==> config.mk <==
export PLATFORM = sky130hd
export DESIGN_NAME = alu_cmd_sequencer
export DESIGN_NICKNAME = d
export VERILOG_FILES = /design/src/rtl/alu_seq_pkg.sv /design/src/rtl/alu_seq_fifo.sv /design/src/rtl/alu_cmd_sequencer.sv
export SDC_FILE = /design/constraint.sdc
export NUM_CORES = 1
export LEC_CHECK = 0
export CAP_MARGIN = 20
export CORE_MARGIN = 4
export CORE_UTILIZATION = 35
export DETAILED_ROUTE_END_ITERATION = 10
export DONT_BUFFER_PORTS = 1
export GPL_TIMING_DRIVEN = 1
export PLACE_DENSITY = 0.47
export SYNTH_ARGS = -nofsm -noshare
export SYNTH_HDL_FRONTEND = slang
export SYNTH_SLANG_ARGS = --single-unit
==> constraint.sdc <==
create_clock -name clk -period 3.08 [get_ports clk]
set_input_delay 0.154 -clock clk [delete_from_list [all_inputs] [get_ports clk]]
set_output_delay 0.154 -clock clk [all_outputs]
set_load 0.05 [all_outputs]
==> src/rtl/alu_seq_pkg.sv <==
// Shared types, widths and reference arithmetic for the ALU command sequencer.
// Latency: none (declarations and pure functions only).
// Backpressure: none; flow control lives in the modules that import this.
package alu_seq_pkg;

  localparam int OPND_W    = 4;
  localparam int RES_W     = 5;
  localparam int SEL_W     = 3;
  // Tag width carried through the command FIFO; the top-level TAG_W must match.
  localparam int SEQ_TAG_W = 4;

  typedef enum logic [SEL_W-1:0] {
    OP_ADD = 3'b000,
    OP_SUB = 3'b001,
    OP_AND = 3'b010,
    OP_OR  = 3'b011,
    OP_MUL = 3'b100,
    OP_XOR = 3'b101,
    OP_MOD = 3'b110,
    OP_DIV = 3'b111
  } op_e;

  typedef enum logic [1:0] {
    S_IDLE,
    S_ISSUE,
    S_CAPT,
    S_RESP
  } state_e;

  typedef struct packed {
    logic [OPND_W-1:0]    a;
    logic [OPND_W-1:0]    b;
    logic [SEL_W-1:0]     sel;
    logic [SEQ_TAG_W-1:0] tag;
  } cmd_t;

  // Divide or modulo by zero is refused locally and never reaches the ALU.
  function automatic logic is_zero_div(input logic [SEL_W-1:0] sel,
                                       input logic [OPND_W-1:0] b);
    return ((sel == OP_MOD) || (sel == OP_DIV)) && (b == '0);
  endfunction

  // Expected 5-bit ALU result; operands are zero-extended and results wrap mod 32.
  function automatic logic [RES_W-1:0] alu_ref(input logic [OPND_W-1:0] a,
                                               input logic [OPND_W-1:0] b,
                                               input logic [SEL_W-1:0]  sel);
    logic [RES_W-1:0] a_x;
    logic [RES_W-1:0] b_x;
    logic [RES_W-1:0] r;
    a_x = {1'b0, a};
    b_x = {1'b0, b};
    case (op_e'(sel))
      OP_ADD:  r = a_x + b_x;
      OP_SUB:  r = a_x - b_x;
      OP_AND:  r = a_x & b_x;
      OP_OR:   r = a_x | b_x;
      OP_MUL:  r = a_x * b_x;
      OP_XOR:  r = a_x ^ b_x;
      OP_MOD:  r = (b == '0) ? '0 : {1'b0, a % b};
      OP_DIV:  r = (b == '0) ? '0 : {1'b0, a / b};
      default: r = '0;
    endcase
    return r;
  endfunction

endpackage

==> src/rtl/alu_seq_fifo.sv <==
// Command FIFO for the sequencer: DEPTH entries of cmd_t, show-ahead read port.
// Latency: a pushed entry is visible on rd_data the cycle after the push edge.
// Backpressure: pushes while full and pops while empty are ignored; push and pop together keep count.
module alu_seq_fifo
  import alu_seq_pkg::*;
#(
  parameter int DEPTH = 4
) (
  input  logic                       clk,
  input  logic                       reset,
  input  logic                       push,
  input  cmd_t                       wr_data,
  input  logic                       pop,
  output cmd_t                       rd_data,
  output logic                       full,
  output logic                       empty,
  output logic [$clog2(DEPTH):0]     count
);

  localparam int PTR_W = $clog2(DEPTH);
  localparam int CNT_W = PTR_W + 1;

  cmd_t             mem [DEPTH];
  logic [PTR_W-1:0] wr_ptr;
  logic [PTR_W-1:0] rd_ptr;
  logic             do_push;
  logic             do_pop;

  assign full    = (count == CNT_W'(DEPTH));
  assign empty   = (count == '0);
  assign do_push = push & ~full;
  assign do_pop  = pop & ~empty;
  assign rd_data = mem[rd_ptr];

  // Pointer and occupancy tracking; DEPTH is a power of two so pointers wrap naturally
  always_ff @(posedge clk) begin
    if (!reset) begin
      wr_ptr <= '0;
      rd_ptr <= '0;
      count  <= '0;
    end else begin
      if (do_push) wr_ptr <= wr_ptr + PTR_W'(1);
      if (do_pop)  rd_ptr <= rd_ptr + PTR_W'(1);
      case ({do_push, do_pop})
        2'b10:   count <= count + CNT_W'(1);
        2'b01:   count <= count - CNT_W'(1);
        default: count <= count;
      endcase
    end
  end

  // Entry storage; contents are don't-care until written, so no reset
  always_ff @(posedge clk) begin
    if (do_push) mem[wr_ptr] <= wr_data;
  end

endmodule

==> src/rtl/alu_cmd_sequencer.sv <==
// Feeds queued tagged commands to a registered 4-bit ALU one at a time and returns results in order.
// Latency: accept->rsp_valid after 3 edges (1 edge for a zero-divisor reject); at most one command per 4 cycles.
// Backpressure: cmd_ready drops when the FIFO is full; rsp_* hold until rsp_ready. Optional ALU_SEQ_REF_CHECK_EN adds result checking.
module alu_cmd_sequencer
  import alu_seq_pkg::*;
#(
  parameter int DEPTH = 4,
  parameter int TAG_W = 4
) (
  input  logic              clk,
  input  logic              reset,
  input  logic              cmd_valid,
  output logic              cmd_ready,
  input  logic [OPND_W-1:0] cmd_a,
  input  logic [OPND_W-1:0] cmd_b,
  input  logic [SEL_W-1:0]  cmd_sel,
  input  logic [TAG_W-1:0]  cmd_tag,
  output logic [OPND_W-1:0] alu_a,
  output logic [OPND_W-1:0] alu_b,
  output logic [SEL_W-1:0]  alu_sel,
  input  logic [RES_W-1:0]  alu_result,
  output logic              rsp_valid,
  input  logic              rsp_ready,
  output logic [RES_W-1:0]  rsp_result,
  output logic [TAG_W-1:0]  rsp_tag,
  output logic              rsp_err,
  output logic              busy
`ifdef ALU_SEQ_REF_CHECK_EN
  ,
  output logic              rsp_mismatch,
  output logic              mismatch_sticky
`endif
);

  state_e                 state;
  state_e                 state_nxt;
  cmd_t                   fifo_in;
  cmd_t                   fifo_out;
  logic                   fifo_full;
  logic                   fifo_empty;
  logic [$clog2(DEPTH):0] fifo_count;
  logic                   push;
  logic                   pop;
  logic                   load_issue;
  logic                   load_rej;
  logic                   load_capt;
  logic [TAG_W-1:0]       cur_tag;

  // Holding reset low also closes the command port, not just clearing state.
  assign cmd_ready = reset & ~fifo_full;
  assign push      = cmd_valid & cmd_ready;
  assign fifo_in   = '{a: cmd_a, b: cmd_b, sel: cmd_sel, tag: SEQ_TAG_W'(cmd_tag)};
  assign rsp_valid = (state == S_RESP);
  assign busy      = (state != S_IDLE) || (fifo_count != '0);

  alu_seq_fifo #(
    .DEPTH (DEPTH)
  ) u_fifo (
    .clk     (clk),
    .reset   (reset),
    .push    (push),
    .wr_data (fifo_in),
    .pop     (pop),
    .rd_data (fifo_out),
    .full    (fifo_full),
    .empty   (fifo_empty),
    .count   (fifo_count)
  );

  // FSM state register
  always_ff @(posedge clk) begin
    if (!reset) state <= S_IDLE;
    else        state <= state_nxt;
  end

  // Next state and per-state load strobes
  always_comb begin
    state_nxt  = state;
    pop        = 1'b0;
    load_issue = 1'b0;
    load_rej   = 1'b0;
    load_capt  = 1'b0;
    case (state)
      S_IDLE: begin
        if (!fifo_empty) begin
          pop = 1'b1;
          if (is_zero_div(fifo_out.sel, fifo_out.b)) begin
            load_rej  = 1'b1;
            state_nxt = S_RESP;
          end else begin
            load_issue = 1'b1;
            state_nxt  = S_ISSUE;
          end
        end
      end
      S_ISSUE: state_nxt = S_CAPT;
      S_CAPT: begin
        load_capt = 1'b1;
        state_nxt = S_RESP;
      end
      S_RESP: begin
        if (rsp_ready) state_nxt = S_IDLE;
      end
      default: state_nxt = S_IDLE;
    endcase
  end

  // ALU operand registers plus the in-flight tag; loaded only on issue so the ALU ports hold between commands
  always_ff @(posedge clk) begin
    if (!reset) begin
      alu_a   <= '0;
      alu_b   <= '0;
      alu_sel <= '0;
      cur_tag <= '0;
    end else if (load_issue) begin
      alu_a   <= fifo_out.a;
      alu_b   <= fifo_out.b;
      alu_sel <= fifo_out.sel;
      cur_tag <= TAG_W'(fifo_out.tag);
    end
  end

  // Response registers: rejects load straight from the FIFO head, completions from the ALU result
  always_ff @(posedge clk) begin
    if (!reset) begin
      rsp_result <= '0;
      rsp_tag    <= '0;
      rsp_err    <= 1'b0;
    end else if (load_rej) begin
      rsp_result <= '0;
      rsp_tag    <= TAG_W'(fifo_out.tag);
      rsp_err    <= 1'b1;
    end else if (load_capt) begin
      rsp_result <= alu_result;
      rsp_tag    <= cur_tag;
      rsp_err    <= 1'b0;
    end
  end

`ifdef ALU_SEQ_REF_CHECK_EN
  logic ref_miss;

  // Operands are still held in CAPT, so the expected result comes from the issued registers
  assign ref_miss = (alu_ref(alu_a, alu_b, alu_sel) != alu_result);

  // Per-response mismatch flag and a sticky copy that only reset clears; rejects never flag
  always_ff @(posedge clk) begin
    if (!reset) begin
      rsp_mismatch    <= 1'b0;
      mismatch_sticky <= 1'b0;
    end else if (load_rej) begin
      rsp_mismatch    <= 1'b0;
    end else if (load_capt) begin
      rsp_mismatch    <= ref_miss;
      mismatch_sticky <= mismatch_sticky | ref_miss;
    end
  end
`endif

endmodule

==> flow_summary.toml <==
[outcome]
status = "complete, no violations"

[floorplan]
num_io_pins = 48
fp.dieW_um = 115
die_area_sq_um = 13300
start_util_pct = 36.4
chipHeight_um = 115
core_sq_um = 11100
rows = 38

[global_route]
grt_use_total_pct = 12.9
grt_pass1_vias = 2358
overflow = 0
grt_pass1_wl_mm = 12.6
antenna_found_initial = 0
grt_max_degree = 33

[hold_path]
hold_path_class = "input pin to register"
hold_start = "reset"

[yosys]
syn_inst = 293
syn_area_sq_um = 4040
synth_seq_cells = 96
syn_nets = 326
ys_async_sr_fraction_pct = 0
yosysTopAreaCellShare_pct = 44.7
synthTopCellsByArea = "edfxtp_1 45%, dfxtp_1 18%, mux4_2 8.4%"
ys.flop_type = "edfxtp_1"
synth-edff-count = 60
yosysTopAreaCell = "edfxtp_1"
yosys_warnings = 0
ys_seq_area_share_pct = 62.5
syn-mean-instance-area_sq_um = 13.8
synth_cell_type_count = 41

[flow_run]
drv_cap = 0

[route]
wire_per_inst_um = 17.1
antenna_left = 0
vias = 2333
wl_mm = 7.85
drtPass1Iterations = 4
avgViaCountPerCell = 5.09
first_iter_violations = 105
drc = 0

[cts]
cts_resized = 0
clock_latency_ns = 0.35
cts_buffers = 9
htree_levels = 3
clkSinkCount = 96
cts_buffer_depth = 2
clk_pin_slew_ns = 0.07
tritoncts = "done"
cts_root_buffer = "clkbuf_16"

[finish]
multiInputGateArea_sq_um = 1390
fillers = 1008
postLayoutCoreUtil_pct = 42.0
nNetsFinal = 346
diodes = 0
drive_above_1_share_pct = 14.2
final_common_cell = "edfxtp_1"
mostFrequentLayoutCells = "60 x edfxtp_1, 36 x dfxtp_1, 33 x nand2_1"
areaGrowthSynthToFinish_pct = 15.4
final_cells = 458
regArea_sq_um = 2520

[sta]
fmax_mhz = 428
min_period_ns = 2.34
period_share_pct = 75.9
finalWorstSetupSlack_ns = 0.743
setup_violations = 0
rsz0062_at_grt = "no"
whs_ns = 0.0284
worstMarginPinSlew_ns = 0.860
relSlewSlack_pct = 42.7
fin_skew_ns = 0.00651
drv_slew = 0
hold_viol = 0
setup_tns_ns = 0

[worst_setup_path]
criticalPathCategory = "register to register"
endpoint_kind = "register"
crit_arrival_ns = 2.61
cp-endpoint = "u_fifo.count[2]"
cp_max_fo = 8
timing.rr.end = "u_fifo.count[2]"
worstSetupStartpointType = "register"
crit_start = "u_fifo.count[2]"
required_ns = 3.36
r2r_cells = 9
r2r_setup_slack_ns = 0.74
timing.rr.start = "u_fifo.count[2]"

[power]
powerDensity_nw_per_um2 = 848
p_leak_nw = 1.65
ir_drop_mv = 0.413

[placement]
gp_congestion = 0.714
place_ws_ns = 0.758
io_buffers = 0
numPlacedInstances = 421
dp_hpwl_mm = 4.99
[synthesized netlist by cell type (2+ instances only)]
master / number
inv_1: 10
buf_2: 4
nor2_1: 20
nand2_1: 33
and3_1: 11
buf_6: 2
or3_1: 2
edfxtp_1: 60
clkbuf_1: 9
o311a_1: 5
a21o_1: 4
and2_1: 10
mux4_2: 15
dfxtp_1: 36
mux2_2: 3
o311ai_1: 9
xnor2_1: 4
mux2i_1: 9
o21ai_0: 4
a21oi_1: 13
ha_1: 8
nor2b_1: 2
a21boi_0: 2
[sequential cells by signal, summed over array words and instances (netlist names), 2 cells and up, named ones only]
register / cells
u_fifo.count: 3
alu_a: 4
alu_b: 4
alu_sel: 3
rsp_tag: 4
u_fifo.rd_ptr: 2
u_fifo.wr_ptr: 2
u_fifo.mem: 60
cur_tag: 4
state: 2
rsp_result: 5
[logic make-up after synthesis]
logic type                 share of synthesized area, %
DFF                                                62.5
muxes                                              11.4
AOI/OAI and AO/OA                                  8.50
xor gates and xnor gates                           1.09
adders and majority gates                          2.98
and+or+nand+nor                                    10.5
buffers and inverters                              3.01
[cell type report]
class	count	area share (%)
clock buffer	9	4.84
timing repair buffer	25	5.37
tap	140	3.76
clock inverter	7	1.18
multi-input combinational	171	29.9
sequential	96	54.2
inverter	10	0.806
[how the worst min path moves through the flow]
stage                              endpoint  slack [ns]  cells past startpoint
after floorplan            u_fifo.mem[0][0]        0.25                      0
after global placement    u_fifo.mem[3][14]        0.25                      0
after detailed placement  u_fifo.mem[2][11]        0.25                      0
after CTS                        alu_sel[1]        0.01                      2
after global routing             alu_sel[1]        0.02                      2
final                            alu_sel[1]        0.03                      2
[power by group]
part,leakage (nW),switching (W),internal [W]
clock network,0.138,0.000494,0.000555
registers,0.839,0.000321,0.00153
logic,0.673,0.000600,0.000446
total,1.65,0.00142,0.00253
[repair_timing]
action | 4_1_cts | 5_1_grt
setup buffers | 0 | 0
endpoints found under the hold margin | 94 | 0
endpoints found under the setup margin | 0 | 0
hold buffers | 21 | 0
[critical path: stages, from the launching register on]
cell	delay, ns
dfxtp_1	0.40
inv_1	0.08
o311a_1	0.45
inv_1	0.09
ha_1	0.17
inv_1	0.06
fa_1	0.38
xor2_1	0.17
or3_1	0.30
a21boi_0	0.17
[through the flow]
stage,cell area (sq um),power (W)
floorplan,4040,0.00270
global placement,4160,0.00289
detailed placement,4160,0.00291
CTS,4660,0.00401
global route,4660,0.00420
finish,4660,0.00395
[routing by layer]
metal / up-vias / track usage (%) / share of wire, %
met2: 60 / 19.7 / 46
met3: 9 / 5.95 / 7.1
li1: 1133 / - / -
met4: 0 / 4.69 / 1.2
met5: - / 0 / 0
met1: 1131 / 16.1 / 45
Power figures use the tool's default switching activity.
